## config.mk

```make
export PLATFORM = sky130hd
export DESIGN_NAME = gpio_in_cond
export DESIGN_NICKNAME = d
export VERILOG_FILES = /design/src/rtl/gpio_cond_pkg.sv /design/src/rtl/gpio_debounce_bit.sv /design/src/rtl/gpio_in_cond.sv
export SDC_FILE = /design/constraint.sdc
export NUM_CORES = 1
export LEC_CHECK = 0
export ABC_CLOCK_PERIOD_IN_PS = 2300
export CORE_MARGIN = 4
export CORE_UTILIZATION = 40
export CTS_BUF_LIST = sky130_fd_sc_hd__clkbuf_2 sky130_fd_sc_hd__clkbuf_4 sky130_fd_sc_hd__clkbuf_8
export DETAILED_ROUTE_END_ITERATION = 10
export PLACE_DENSITY = 0.65
export SETUP_SLACK_MARGIN = 0.3
export SLEW_MARGIN = 0
export SYNTH_ARGS = -nofsm -noshare
export SYNTH_HDL_FRONTEND = slang
export SYNTH_SLANG_ARGS = --single-unit
```

## constraint.sdc

```tcl
create_clock -name clk -period 2.3 [get_ports clk]
set_input_delay 0.46 -clock clk [delete_from_list [all_inputs] [get_ports clk]]
set_output_delay 0.46 -clock clk [all_outputs]
set_load 0.02 [all_outputs]
```

## src/rtl/gpio_cond_pkg.sv

```systemverilog
// Shared constants and width helpers for the GPIO input conditioner.
// Used by gpio_in_cond and gpio_debounce_bit.
package gpio_cond_pkg;

    localparam int unsigned GPIO_COND_PRESCALE = 1000;
    localparam int unsigned GPIO_COND_STABLE   = 4;

    // clog2 clamped to at least one bit so degenerate counters still exist
    function automatic int unsigned clog2_min1(input int unsigned v);
        return (v <= 1) ? 1 : $clog2(v);
    endfunction

    function automatic int unsigned presc_width(input int unsigned prescale);
        return clog2_min1(prescale);
    endfunction

    function automatic int unsigned cnt_width(input int unsigned stable);
        return clog2_min1(stable);
    endfunction

endpackage

```

## src/rtl/gpio_debounce_bit.sv

```systemverilog
// One bit of the input conditioner: two-flop synchroniser,
// tick-paced debounce counter and registered rise/fall strobes.
module gpio_debounce_bit
    import gpio_cond_pkg::*;
#(
    parameter int unsigned STABLE    = GPIO_COND_STABLE,
    parameter logic        RESET_VAL = 1'b0
) (
    input  logic clk,
    input  logic reset,
    input  logic tick_i,
    input  logic pad_i,
    output logic level_o,
    output logic rise_o,
    output logic fall_o
);

    localparam int unsigned CW = cnt_width(STABLE);
    localparam logic [CW-1:0] CNT_LAST = CW'(STABLE - 1);

    logic          sync1_q, sync2_q;
    logic          level_q, level_d;
    logic [CW-1:0] cnt_q, cnt_d;
    logic          rise_q, rise_d;
    logic          fall_q, fall_d;

    // Debounce decision: only a tick can move the counter or the level
    always_comb begin
        level_d = level_q;
        cnt_d   = cnt_q;
        rise_d  = 1'b0;
        fall_d  = 1'b0;
        if (tick_i) begin
            if (sync2_q == level_q) begin
                cnt_d = '0;
            end else if (cnt_q == CNT_LAST) begin
                level_d = ~level_q;
                cnt_d   = '0;
                rise_d  = ~level_q;
                fall_d  = level_q;
            end else begin
                cnt_d = cnt_q + 1'b1;
            end
        end
    end

    // Synchroniser, level, counter and strobe registers
    always_ff @(posedge clk) begin
        if (reset) begin
            sync1_q <= RESET_VAL;
            sync2_q <= RESET_VAL;
            level_q <= RESET_VAL;
            cnt_q   <= '0;
            rise_q  <= 1'b0;
            fall_q  <= 1'b0;
        end else begin
            sync1_q <= pad_i;
            sync2_q <= sync1_q;
            level_q <= level_d;
            cnt_q   <= cnt_d;
            rise_q  <= rise_d;
            fall_q  <= fall_d;
        end
    end

    assign level_o = level_q;
    assign rise_o  = rise_q;
    assign fall_o  = fall_q;

endmodule

```

## src/rtl/gpio_in_cond.sv

```systemverilog
// GPIO input conditioner: shared debounce prescaler plus WIDTH bit slices.
// Optional sticky event flags and irq_o under `GPIO_COND_EVENT_EN.
module gpio_in_cond
    import gpio_cond_pkg::*;
#(
    parameter int unsigned      WIDTH     = 32,
    parameter int unsigned      PRESCALE  = GPIO_COND_PRESCALE,
    parameter int unsigned      STABLE    = GPIO_COND_STABLE,
    parameter logic [WIDTH-1:0] RESET_VAL = '0
) (
    input  logic             clk,
    input  logic             reset,
    input  logic [WIDTH-1:0] pad_i,
    output logic [WIDTH-1:0] gpio_o,
    output logic [WIDTH-1:0] rise_o,
    output logic [WIDTH-1:0] fall_o
`ifdef GPIO_COND_EVENT_EN
    ,
    input  logic [WIDTH-1:0] rise_en_i,
    input  logic [WIDTH-1:0] fall_en_i,
    input  logic [WIDTH-1:0] evt_clr_i,
    output logic [WIDTH-1:0] evt_o,
    output logic             irq_o
`endif
);

    localparam int unsigned PW = presc_width(PRESCALE);
    localparam logic [PW-1:0] PRESC_LAST = PW'(PRESCALE - 1);

    logic [PW-1:0] presc_q, presc_d;
    logic          tick;

    assign tick = (presc_q == PRESC_LAST);

    // Free-running sample prescaler, wraps after PRESCALE cycles
    always_comb begin
        presc_d = tick ? '0 : presc_q + 1'b1;
    end

    // Prescaler register
    always_ff @(posedge clk) begin
        if (reset) begin
            presc_q <= '0;
        end else begin
            presc_q <= presc_d;
        end
    end

    for (genvar i = 0; i < WIDTH; i++) begin : g_bit
        gpio_debounce_bit #(
            .STABLE    (STABLE),
            .RESET_VAL (RESET_VAL[i])
        ) u_bit (
            .clk     (clk),
            .reset   (reset),
            .tick_i  (tick),
            .pad_i   (pad_i[i]),
            .level_o (gpio_o[i]),
            .rise_o  (rise_o[i]),
            .fall_o  (fall_o[i])
        );
    end

`ifdef GPIO_COND_EVENT_EN
    logic [WIDTH-1:0] evt_q, evt_d;

    // Sticky flags: a new enabled edge beats a simultaneous clear
    always_comb begin
        evt_d = (evt_q & ~evt_clr_i)
              | (rise_o & rise_en_i)
              | (fall_o & fall_en_i);
    end

    // Event flag register
    always_ff @(posedge clk) begin
        if (reset) begin
            evt_q <= '0;
        end else begin
            evt_q <= evt_d;
        end
    end

    assign evt_o = evt_q;
    assign irq_o = |evt_q;
`endif

endmodule
```

==> impl_metrics.yaml <==
run_status:
  status: "finished clean"
global_routing:
  grt.total_usage_pct: 13.1
  grt_pass1_wl_mm: 29.0
  grt_pass1_vias: 6114
  grt_overflow_total: 0
  antenna_found_initial: 0
  grt_max_degree: 179
finish:
  syn_to_final_growth_pct: 18.1
  utilization_pct: 48.2
  fin_nets: 1075
  drive_gt1_share_pct: 8.70
  diodes: 0
  design_area_sq_mm: 0.0110
critical_path:
  r2r_cells: 7
  cp_slowest_stage_delay_ps: 610
  startpoint: "g_bit[29].u_bit.rise_o"
  worst_ep_arrival_time_ps: 1460
  critPathMaxFanout: 1
  slowest_stage: "clkdlybuf4s50_1"
  path_class: "register to output pin"
  cp_num_cells: 1
  cp.buffers_inverters: 1
  required_ps: 1840
  crit_path_start_kind: "register"
  end_kind: "output pin"
  timing.rr.start: "presc_q[0]"
  crit_chain: "clkdlybuf4s50_1"
  critPathTopFamily: "buffers and inverters"
synth:
  yosysTopAreaCell: "dfxtp_1"
  muxShareOfSynthArea_pct: 0
  synthAdderAreaFrac_pct: 4.44
  synth_top_family_by_area: "simple AND/OR/NAND/NOR gates"
  ys.flop_type: "dfxtp_1"
  yosys.area_share.simple_pct: 23.8
  synth_compound_area_share_pct: 6.70
  synthCells: 964
  synth_edf_count: 0
  synthTopCellsByArea: "dfxtp_1 (50%), buf_4 (7.7%), nor3b_1 (5.2%)"
  ys_warn_count: 0
  synth_cell_types: 31
  synthTopCellsByCount: "dfxtp_1 (234), buf_4 (96), nand3_1 (74)"
  ys_seq_elements: 234
  synth_top_area_share_pct: 50.4
  yosysSeqAreaShare_pct: 50.4
  synth_area_per_cell_sq_um: 9.65
  synth.most_common_cell: "dfxtp_1"
  synth_nets: 1031
  async_flop_share_pct: 0
  syn_area_sq_mm: 0.00930
  synthXorXnorAreaFrac_pct: 3.48
min_path:
  hold_path_depth: 2
  hold_start: "reset"
  hold_class: "input port to register"
place:
  place.gp.congestion: 0.708
  io_buffers: 129
  post-dp-hpwl_mm: 10.6
  place_area_sq_mm: 0.0102
cts:
  post_cts_buffers: 0
  cts.clk_slew.worst_paths_ps: 60
  cts_htree_levels: 2
  ctsHoldBuffers: 0
  clock_latency_ps: 510
  cts_buffer_depth: 3
  clock-sinks: 234
  cts_tree: "done"
  numCtsBuffers: 40
  clk_root_buffer_cell: "clkbuf_8"
pwr:
  power_frac_seq_pct: 51.9
  clkPwrFrac_pct: 45.1
  p_per_area_mw_per_mm2: 728
  switchingPower_w: 0.00170
  p_leak_nw: 4.26
  internal_power_w: 0.00630
  p_sw_share_pct: 21.2
  power_w: 0.00800
  power_frac_comb_pct: 3.0
  vdd_drop_max_v: 0.000356
routing:
  viasPerCell: 4.69
  postRouteAntennaNets: 0
  route.detailed.drc: 0
  dr.pass1.iters: 6
  vias: 6321
  routedWlPerCell_microns: 12.6
  wl_mm: 16.9
  drtIter0Drc: 206
run:
  drv_cap: 0
sta:
  worstMarginPinSlew_ps: 853
  hold_ws_ps: 252
  skew_ps: 14.0
  min_period_ps: 1920
  relSlewSlack_pct: 43.1
  rsz0062_at_grt: "yes"
  post-route-period-util_pct: 83.6
  timing.fmax_mhz: 520
  hold_violations: 0
  slew_violations: 0
  finalSetupViolCount: 0
  fin_tns_setup_ps: 0
floorplan:
  coreArea_sq_mm: 0.0228
  fp.dieArea_sq_mm: 0.0258
  die_x_microns: 160
  placementRows: 55
  start_util_pct: 40.8
  die_h_microns: 160
  io_pins: 130
-- registers in the layout, indices dropped and copies added (netlist names) --
register             flops
g_bit.u_bit.fall_o      32
g_bit.u_bit.sync1_q     32
g_bit.u_bit.level_o     32
presc_q                 10
g_bit.u_bit.cnt_q       64
g_bit.u_bit.rise_o      32
g_bit.u_bit.sync2_q     32
-- logic make-up (layout without fill, tap and decap cells) --
family / count (synthesis) / in the layout
AO/OA/AOI/OAI: 100 / 100
adder cells (fa/ha/maj): 33 / 33
AND/OR/NAND/NOR: 387 / 387
XOR/XNOR: 37 / 37
buffers and inverters: 173 / 243
flip-flops: 234 / 234
-- final timing paths --
check / to / slack, ps
max: rise_o[29] / 380
min: presc_q[2] / 250
max reg2reg: g_bit[31].u_bit.fall_o / 440
min reg2reg: g_bit[0].u_bit.sync2_q / 430
-- power groups by stage --
| stage | combinational, W | sequential (W) | clock (W) |
|---|---|---|---|
| finish | 0.000237 | 0.00416 | 0.00361 |
| detailed placement | 0.000241 | 0.00424 | 0 |
| global placement | 0.000239 | 0.00424 | 0 |
| global route | 0.000264 | 0.00416 | 0.00394 |
| CTS | 0.000243 | 0.00416 | 0.00376 |
| floorplan | 0.000153 | 0.00423 | 0 |
-- layout make-up --
type	instances	area [sq um]
inverter	32	120
multi-input combinational	557	3580
clock buffer	61	746
clock inverter	7	35.0
timing repair buffer	143	1430
tap	313	392
sequential	234	4680
fill	2132	11800
-- stage by stage --
stage,setup slack [ps],instances
final,378,1347
after detailed placement,270,1279
after global placement,306,1279
after floorplan,578,964
after global routing,277,1347
after CTS,316,1347
-- routing by layer --
layer	global-route usage [%]	wire (microns)	share of wire [%]
met1	16.5	7940	47
met2	21.4	7560	45
met3	3.80	941	5.6
met5	0	0	0
met4	4.85	480	2.8
-- repair_timing --
item                       CTS  global route
setup endpoints to repair   49            18
gates resized for setup     34             2
pin swaps                    0             1
-- layout by cell type (no fill, tap or decap), drive strengths merged, types with 7 or more instances in the layout --
master,n
nand3b,32
nor2,40
nand3,74
nor3b,65
buf,15
o21ai,32
nor2b,64
dfxtp,234
nor4,34
a22o,32
nand2,68
clkinv,7
inv,32
clkbuf,61
xnor2,34
a21oi,34
clkdlybuf4s50,95
ha,33
dlygate4sd2,33
(Power assumes the default switching activity.)
==> patch, RTL diff (same settings) <==
Register the output `gpio_o`, without a reset; this adds one clock of latency there. The other outputs are not delayed to match.
--- a/src/rtl/gpio_in_cond.sv
+++ b/src/rtl/gpio_in_cond.sv
@@ -29,2 +29,4 @@
 
+    logic [WIDTH-1:0] gpio_d;
+
     logic [PW-1:0] presc_q, presc_d;
@@ -57,3 +59,3 @@
             .pad_i   (pad_i[i]),
-            .level_o (gpio_o[i]),
+            .level_o (gpio_d[i]),
             .rise_o  (rise_o[i]),
@@ -86,2 +88,6 @@
 
+    always_ff @(posedge clk) begin
+        gpio_o <= gpio_d;
+    end
+
 endmodule
Check against the original RTL: same outputs for any inputs over 10 cycles, from zero or initial values and one cycle with reset high; that may be too few to reach the edited logic, so the function may still have changed.
==> patch against the unedited design <==
Final cell count rose by 3.0%; largest power group unchanged; synthesized area grew 4.9%; via count grew 4.8%; clock skew is essentially flat; combinational power down 2%; critical endpoint is now fall_o[25]; sequential cell count grew 32; cell area increased by 8.0%; register-to-register slack improved by 0.04 ns; highest routed layer unchanged; setup slack improved by 0.0046 ns; synthesized cell count is 0.21% lower; routed wire length increased by 10%; total power up 13%; first-iteration DRC count rose by 31%; sequential power up 13%.
==> patch: results (changes against the unedited design) <==
| Metric | Value |
|---|---|
| DR vias/cell | 4.77 (was 4.69) |
| Worst slack, placed | 0.307 ns (was 0.270 ns) |
| Synth Net Count | 1029 (was 1031) |
| First-pass GRT wire length | 30400 um (was 29000 um) |
| Min-Delay Endpoint | g_bit[29].u_bit.level_o$_SDFFE_PP0P_ (was presc_q[2]$_SDFF_PP0_) |
| Synth Area in Compound Gates | 6.66% (was 6.70%) |
| Final layout net count | 1108 (was 1075) |
| Synth cell count leaders | 266 x dfxtp_1, 70 x nand3_1, 68 x buf_4 (was 234 x dfxtp_1, 96 x buf_4, 74 x nand3_1) |
| Hold WS | 0.245 ns (was 0.252 ns) |
| Total track usage | 13.5% (was 13.1%) |
| FF-to-FF path depth | 6 (was 7) |
| GP Congestion | 0.723 (was 0.708) |
| Layout cells sized above 1 | 10.2% (was 8.70%) |
| Pleak | 4.49 nW (was 4.26 nW) |
| Adder-cell share of the synthesized area | 4.23% (was 4.44%) |
| Synth area leaders | dfxtp_1 55%, buf_4 5.2%, nor3b_1 4.7% (was dfxtp_1 50%, buf_4 7.7%, nor3b_1 5.2%) |
| Post-CTS sizing | 0 (was 34) |
| Clock Latency Late Sink | 0.53 ns (was 0.51 ns) |
| Initial detailed-routing violation count | 269 (was 206) |
| Status | finished clean (unchanged) |
| Critical path startpoint | g_bit[25].u_bit.fall_o$_SDFF_PP0_ (was g_bit[29].u_bit.rise_o$_SDFF_PP0_) |
| Final Skew | 0.0137 ns (was 0.0140 ns) |
| Vias | 6624 (was 6321) |
| Cells after Synth | 962 (was 964) |
| Slew HR | 39.7% (was 43.1%) |
| Yosys cell types | 34 (was 31) |
| R2R setup slack | 0.48 ns (was 0.44 ns) |
## patch: cell count changes after synthesis, moves of 8 or more
cell | before | now
buf_4 | 96 | 68
dfxtp_1 | 234 | 266
nand2_1 | 68 | 58
nand2_2 | 0 | 8
o21ai_0 | 12 | 34
o21ai_1 | 20 | 0
## patch: logic make-up (layout without fill, tap and decap cells)
logic type      count (synthesis)  after routing
xor+xnor                       37             37
flops                         266            266
fa+ha+maj                      33             33
compound gates                104            104
simple gates                  379            380
buf+inv                       143            249
## patch: metal layers
metal / GRT usage, % / part of all wire [%]
met1: 17.7 / 49
met5: 0 / 0
met2: 21.4 / 44
met4: 4.42 / 2.0
met3: 3.66 / 5.4
## patch: cell type report
class / instances / area, sq um / area share (%)
Tap cell: 319 / 399 / 3.36
Multi-Input combinational cell: 554 / 3650 / 30.7
Clock buffer: 63 / 798 / 6.73
Clock inverter: 11 / 88.8 / 0.749
Sequential cell: 266 / 5330 / 44.9
Inverter: 33 / 124 / 1.04
Timing Repair Buffer: 142 / 1480 / 12.5
